===== config.mk =====
export PLATFORM = sky130hd
export DESIGN_NAME = reorder_buffer
export DESIGN_NICKNAME = d
export VERILOG_FILES = /design/src/rtl/rob_pkg.sv /design/src/rtl/reorder_buffer.sv
export SDC_FILE = /design/constraint.sdc
export NUM_CORES = 1
export LEC_CHECK = 0
export BUFFER_PORTS_ARGS = -buffer_cell sky130_fd_sc_hd__clkbuf_2
export CAP_MARGIN = 15
export CORE_ASPECT_RATIO = 0.75
export CORE_MARGIN = 4
export CORE_UTILIZATION = 65
export CTS_CLUSTER_DIAMETER = 150
export CTS_CLUSTER_SIZE = 40
export DETAILED_ROUTE_END_ITERATION = 10
export PLACE_DENSITY_LB_ADDON = 0.2
export SLEW_MARGIN = 20
export SYNTH_ARGS = -nofsm -noshare
export SYNTH_HDL_FRONTEND = slang
export SYNTH_SLANG_ARGS = --single-unit

===== constraint.sdc =====
create_clock -name clk -period 27.6 [get_ports clk]
set_input_delay 1.38 -clock clk [delete_from_list [all_inputs] [get_ports clk]]
set_output_delay 1.38 -clock clk [all_outputs]
set_load 0.01 [all_outputs]

===== src/rtl/rob_pkg.sv =====
// Shared reorder-buffer types and default sizing, imported by the ROB,
// forward unit and issue logic.
package rob_pkg;

    localparam int ROB_WORD_W = 32;
    localparam int ROB_ID_W   = 3;
    localparam int ROB_RD_W   = 5;
    localparam int ROB_DEPTH  = 1 << ROB_ID_W;

    typedef struct packed {
        logic                  busy;
        logic                  ready;
        logic                  has_dest;
        logic [ROB_RD_W-1:0]   rd;
        logic [ROB_WORD_W-1:0] data;
    } rob_entry_t;

endpackage


===== src/rtl/reorder_buffer.sv =====
// In-order reorder buffer: allocates at issue, collects ALU/MEM/MUL results,
// retires in program order and serves operand lookups for forwarding.
module reorder_buffer
    import rob_pkg::*;
#(
    parameter int WORD_SIZE       = ROB_WORD_W,
    parameter int ROB_ENTRY_WIDTH = ROB_ID_W,
    parameter int REG_ADDR_WIDTH  = ROB_RD_W
) (
    input  logic                       clk,
    input  logic                       reset,

    input  logic                       alloc_valid,
    input  logic                       alloc_has_dest,
    input  logic [REG_ADDR_WIDTH-1:0]  alloc_rd,
    output logic                       alloc_ready,
    output logic [ROB_ENTRY_WIDTH-1:0] alloc_rob_id,

    input  logic                       alu_wb_valid,
    input  logic [ROB_ENTRY_WIDTH-1:0] alu_wb_rob_id,
    input  logic [WORD_SIZE-1:0]       alu_wb_data,
    input  logic                       mem_wb_valid,
    input  logic [ROB_ENTRY_WIDTH-1:0] mem_wb_rob_id,
    input  logic [WORD_SIZE-1:0]       mem_wb_data,
    input  logic                       mul_wb_valid,
    input  logic [ROB_ENTRY_WIDTH-1:0] mul_wb_rob_id,
    input  logic [WORD_SIZE-1:0]       mul_wb_data,

    input  logic [ROB_ENTRY_WIDTH-1:0] rs1_rob_entry,
    input  logic [ROB_ENTRY_WIDTH-1:0] rs2_rob_entry,
    output logic [WORD_SIZE-1:0]       rob_s1_data,
    output logic [WORD_SIZE-1:0]       rob_s2_data,
    output logic                       rob_s1_valid,
    output logic                       rob_s2_valid,

    output logic                       commit_valid,
    output logic                       commit_we,
    output logic [REG_ADDR_WIDTH-1:0]  commit_rd,
    output logic [WORD_SIZE-1:0]       commit_data,
    output logic [ROB_ENTRY_WIDTH-1:0] commit_rob_id,

    input  logic                       flush,
    output logic                       rob_empty,
    output logic                       rob_full
);

    localparam int DEPTH = 1 << ROB_ENTRY_WIDTH;
    localparam logic [ROB_ENTRY_WIDTH:0]   CNT_FULL = (ROB_ENTRY_WIDTH+1)'(DEPTH);
    localparam logic [ROB_ENTRY_WIDTH:0]   CNT_ONE  = (ROB_ENTRY_WIDTH+1)'(1);
    localparam logic [ROB_ENTRY_WIDTH-1:0] PTR_ONE  = ROB_ENTRY_WIDTH'(1);

    typedef struct packed {
        logic                      busy;
        logic                      ready;
        logic                      has_dest;
        logic [REG_ADDR_WIDTH-1:0] rd;
        logic [WORD_SIZE-1:0]      data;
    } entry_t;

    entry_t                     entries_q [DEPTH];
    entry_t                     entries_d [DEPTH];
    logic [ROB_ENTRY_WIDTH-1:0] head_q, head_d;
    logic [ROB_ENTRY_WIDTH-1:0] tail_q, tail_d;
    logic [ROB_ENTRY_WIDTH:0]   count_q, count_d;

    logic do_alloc;
    logic do_commit;

    assign rob_full     = (count_q == CNT_FULL);
    assign rob_empty    = (count_q == '0);
    assign alloc_ready  = !rob_full && !flush;
    assign alloc_rob_id = tail_q;
    assign do_alloc     = alloc_valid && alloc_ready;

    assign do_commit     = !flush && entries_q[head_q].busy && entries_q[head_q].ready;
    assign commit_valid  = do_commit;
    assign commit_we     = do_commit && entries_q[head_q].has_dest;
    assign commit_rd     = entries_q[head_q].rd;
    assign commit_data   = entries_q[head_q].data;
    assign commit_rob_id = head_q;

    assign rob_s1_data  = entries_q[rs1_rob_entry].data;
    assign rob_s1_valid = entries_q[rs1_rob_entry].busy && entries_q[rs1_rob_entry].ready;
    assign rob_s2_data  = entries_q[rs2_rob_entry].data;
    assign rob_s2_valid = entries_q[rs2_rob_entry].busy && entries_q[rs2_rob_entry].ready;

    always_comb begin
        entries_d = entries_q;
        head_d    = head_q;
        tail_d    = tail_q;
        count_d   = count_q;

        if (flush) begin
            for (int i = 0; i < DEPTH; i++) begin
                entries_d[i].busy  = 1'b0;
                entries_d[i].ready = 1'b0;
            end
            head_d  = '0;
            tail_d  = '0;
            count_d = '0;
        end else begin
            // Lowest priority first so ALU overwrites MEM/MUL on a shared id.
            if (mul_wb_valid && entries_q[mul_wb_rob_id].busy) begin
                entries_d[mul_wb_rob_id].ready = 1'b1;
                entries_d[mul_wb_rob_id].data  = mul_wb_data;
            end
            if (mem_wb_valid && entries_q[mem_wb_rob_id].busy) begin
                entries_d[mem_wb_rob_id].ready = 1'b1;
                entries_d[mem_wb_rob_id].data  = mem_wb_data;
            end
            if (alu_wb_valid && entries_q[alu_wb_rob_id].busy) begin
                entries_d[alu_wb_rob_id].ready = 1'b1;
                entries_d[alu_wb_rob_id].data  = alu_wb_data;
            end

            if (do_alloc) begin
                entries_d[tail_q].busy     = 1'b1;
                entries_d[tail_q].ready    = 1'b0;
                entries_d[tail_q].has_dest = alloc_has_dest;
                entries_d[tail_q].rd       = alloc_rd;
                tail_d = tail_q + PTR_ONE;
            end

            if (do_commit) begin
                entries_d[head_q].busy = 1'b0;
                head_d = head_q + PTR_ONE;
            end

            case ({do_alloc, do_commit})
                2'b10:   count_d = count_q + CNT_ONE;
                2'b01:   count_d = count_q - CNT_ONE;
                default: count_d = count_q;
            endcase
        end
    end

    always_ff @(posedge clk or posedge reset) begin
        if (reset) begin
            for (int i = 0; i < DEPTH; i++) begin
                entries_q[i] <= '0;
            end
            head_q  <= '0;
            tail_q  <= '0;
            count_q <= '0;
        end else begin
            entries_q <= entries_d;
            head_q    <= head_d;
            tail_q    <= tail_d;
            count_q   <= count_d;
        end
    end

endmodule

==> Yosys cells after proc, flatten, opt, wreduce, memory -nomap -nowiden <==
Cells that the tools add are included.
{ "word_totals": {"regBits": 330, "in_bits": 124, "output_inout_bits": 114, "elab_cells": 164} }
{ "op_classes": {"addsub": 4, "order_cmp": 12, "eq_ne": 3, "muxes": 74, "bitwise_logic": 7, "reduce_logical": 21} }
{ "ops": {"columns": ["op", "n"], "rows": [
  ["$bwmux W320", 11],
  ["$mux W320", 9],
  ["$demux W40 S3", 11],
  ["$bmux W40 S3", 6],
  ["$mux W40", 14],
  ["$mux W39", 4],
  ["$mux W32", 3],
  ["$mux W38", 1],
  ["$mux W37", 1],
  ["$ge A4 B4 Y1 const B", 7],
  ["$not A3 Y4", 7],
  ["$lt A4 B1 Y1 const B", 5],
  ["$mux W2", 8],
  ["$logic_and A1 B1 Y1", 15],
  ["$mux W3", 4],
  ["$pmux W4 S2", 1],
  ["$add A3 B1 Y3 const B", 2],
  ["$add A4 B1 Y4 const B", 1],
  ["$eq A4 B4 Y1 const B", 1],
  ["$logic_not A4 Y1", 1],
  ["$mux W4", 1],
  ["$reduce_bool A2 Y1", 2],
  ["$sub A4 B1 Y4 const B", 1],
  ["$reduce_bool A3 Y1", 1],
  ["other kinds (3)", 4]
]} }

==> Longest topological paths before layout <==
{ "logic_depth": {"ltp_word": 26, "depth_mapped": 11} }

==> Worst setup path after synthesis <==
Ideal clock, no wire load.
{ "synth_path": {"path_kind": "input to output", "from": "in rs1_rob_entry[0]", "to": "out rob_s1_data[0]", "arrival_ns": 3.081, "required_time_ns": 26.220, "path_slack_ns": 23.139, "path_stages": 5, "cell_sequence": "clkbuf_1 > buf_1 > buf_1 > mux4_2 > mux2_2"} }
{ "synth_via": {"elab_chain_len": 4} }
{ "synth_rtl": {"columns": ["element", "line_no", "source"], "rows": [
  ["from (decl)", "reorder_buffer.sv:29", "input logic [ROB_ENTRY_WIDTH-1:0] rs1_rob_entry,"],
  ["$not A3 Y4 (not written as such)", "reorder_buffer.sv:82", "assign rob_s1_data = entries_q[rs1_rob_entry].data;"],
  ["$bmux W40 S3", "reorder_buffer.sv:82", null],
  ["$mux W40 (2 in a row)", null, null],
  ["to (decl)", "reorder_buffer.sv:31", "output logic [WORD_SIZE-1:0] rob_s1_data,"]
]} }
Every way passes these cells. The select of a mux whose other input is x is not followed.

==> Worst setup path in the final report <==
{ "layout_path": {"from": "in rs1_rob_entry[1]", "to": "out rob_s1_data[11]"} }
The elaborated chain is that of the path after synthesis.

==> flow_summary.ini <==
[yosys]
ys.flop_type = dfrtp_1
ys_warn_count = 0
ys_ff_latch = 330
postSynthAreaPerCell_sq_um = 10.7
synth_edf_count = 0
synthTopCellsByArea = dfrtp_1 36%, mux4_2 21%, a221o_1 10%
async_reset_ff_share_pct = 100
synth_cell_types = 55
synth_area_leader_cell = dfrtp_1
ys_seq_area_share_pct = 36.3
syn_inst = 2119
syn_area_sq_um = 22700
synth_top_area_share_pct = 36.3
syn_nets = 2247

[setup_path]
cp_max_fo = 40
crit_chain = buf_4, buf_4, mux4_2, mux2_2, clkbuf_2
cp_common_cell = buf_4
critPathKind = input pin to output pin
required_ns = 26.22
cp.arrival_ns = 3.65
r2r_slack_ns = 23.43
critPathMaxStageDelay_ns = 0.77
crit_buf_inv = 3
cpLargestDelayFamily = buffers and inverters
cp-start-kind = input pin
crit_slowest_cell = buf_4
endpoint_kind = output pin

[detailed_routing]
drt_wl_total_um = 84400
drc = 0
final_antenna_net_count = 0
dr.pass1.iters = 7
avgViaCountPerCell = 8.16
drt_iter0_drc = 4113
vias = 21057
wl_per_cell_um = 32.7

[final_layout]
fillers = 2529
layout.cells.most_common_list = 327 x dfrtp_1, 280 x a22oi_1, 254 x nor2_1, 232 x clkbuf_2, 226 x a221o_1
final_nets = 2243
layout-drive-gt1-share_pct = 30.5
area_growth_syn_to_layout_pct = 6.38
mostFrequentLayoutCell = dfrtp_1
stdcell_area_sq_um = 24200

[sta]
tns_ns = 0
max_freq_mhz = 199
finalCriticalPeriod_ns = 5.03
post-route-period-util_pct = 18.2
relSlewSlack_pct = 27.9
maxSlewViolCount = 0
final_hold_viol_count = 0
setup_viol = 0
rsz0062_at_grt = no
tightest_slew_ns = 1.08
finClkSkew_ns = 0.0620

[placement]
port_buffers = 237
hpwlAfterDp_um = 50100
globalplace.congestion = 0.954
dpl_cell_area_sq_um = 23800

[power]
power_density_nw_per_um2 = 44.5
clkPwrFrac_pct = 23.2
leakagePower_nw = 10.2
power_switching_w = 0.000332
p_seq_share_pct = 53.2
p_int_w = 0.000745
vdd_ir_drop_max_mv = 0.0685
comb_power_share_pct = 23.6
switching_share_pct = 30.8
power.total_w = 0.00108

[clock_network]
post_cts_buffers = 0
cts_resized = 0
clk_latency_ns = 0.54
cts_buffers = 12
clock-sinks = 330
hold_buffers = 0
clk_pin_slew_ns = 0.15
root_buffer = clkbuf_16
tritoncts = built
clk_path_buf_depth = 3
cts_max_level = 1

[global_routing]
grtUsageTotal_pct = 43.4
grt_first_pass_wirelength_um = 127000
grt_start_max_net_pins = 146
antenna_found_initial = 12
overflow = 0
grt_pass1_vias = 20557

[status]
status = finished clean

[die]
start_util_pct = 65.6
die-width_um = 224
fp.coreArea_sq_um = 34600
row_count = 59
dieArea_sq_um = 38000
die_h_um = 170
io_pins = 238

[run]
drv_cap = 0

[hold_path]
hp-class = flop to flop
-- power by group through the flow --
| stage | clock [W] | combinational (W) | sequential, W |
|---|---|---|---|
| after floorplan | 0 | 0.000186 | 0.000561 |
| after global placement | 0 | 0.000243 | 0.000575 |
| after detailed placement | 0 | 0.000250 | 0.000578 |
| after CTS | 0.000247 | 0.000251 | 0.000570 |
| after global routing | 0.000264 | 0.000271 | 0.000578 |
| final | 0.000250 | 0.000254 | 0.000573 |
-- area by class of cell --
cell class	count	area, sq um	share of cell area (%)
clock inverter	1	30.0	0.124
clock buffer	14	329	1.36
inverter	10	50.0	0.207
timing repair buffer	289	1600	6.62
sequential	330	8270	34.2
antenna	8	20.0	0.0828
tap	457	572	2.37
multi-input combinational	1472	13300	55.0
-- through the flow --
step	worst slack, ns	instances	util (%)	hold slack [ns]
global route	22.40	2580	69.8	0.518
floorplan	17.08	2119	-	0.440
detailed placement	22.54	2558	68.7	0.461
CTS	22.53	2573	69.7	0.495
finish	22.57	2581	69.8	0.494
global placement	22.63	2558	68.7	0.454
-- worst paths after layout --
kind | cells after the start | end | from
min in group asynchronous | 2 | async pin | reset
hold reg to reg | 2 | flop | flop
setup reg to reg | 10 | count_q[3] | commit_rob_id[0]
hold / removal | 2 | flop | flop
max in group asynchronous | 4 | entries_q[166] | reset
setup / recovery | 5 | rob_s1_data[11] | rs1_rob_entry[1]
-- kinds of logic after synthesis --
family | synth area share, %
AND/OR/NAND/NOR | 10.9
multiplexers | 25.6
AO/OA/AOI/OAI | 21.2
buffers and inverters | 5.52
adder cells (fa/ha/maj) | 0.220
flip-flops | 36.3
XOR/XNOR | 0.226
-- synth_stat cells (2+ instances only) --
master and instances:
dfrtp_1 330, a22oi_1 280, nor2_1 262, a221o_1 226, clkbuf_1 209, mux4_2 209
nand2_1 192, mux2_2 95, buf_1 52, o21ai_0 50, clkbuf_2 29, nand3_1 29
buf_2 16, nor3_1 13, and3_1 12, nand2b_1 12, nor2b_1 12, inv_1 9
a21oi_1 7, nor4_1 7, nand4_1 6, a211oi_1 5, ha_1 4, nand3b_1 4
o211ai_1 4, xor2_1 4, and2_1 3, and4_1 3, mux2i_1 3, a221oi_2 2
a311oi_1 2, nor2_2 2, nor3_2 2, or2_2 2, or3_1 2
-- worst min-delay path: cells and delay by family (launching register included) --
kind | cells | cell delay (ns)
flops | 1 | 0.37
simple gates | 2 | 0.10
-- layer usage --
metal  part of all wire, %  GRT usage (%)  vias to the layer above
met1                    34           58.2                    10186
met5                 0.056              0                        -
li1                      -              -                     8284
met3                    17           16.7                      453
met4                   6.0           20.1                        8
met2                    43           63.6                     2126
No activity file was read; power rests on OpenSTA's default activity.
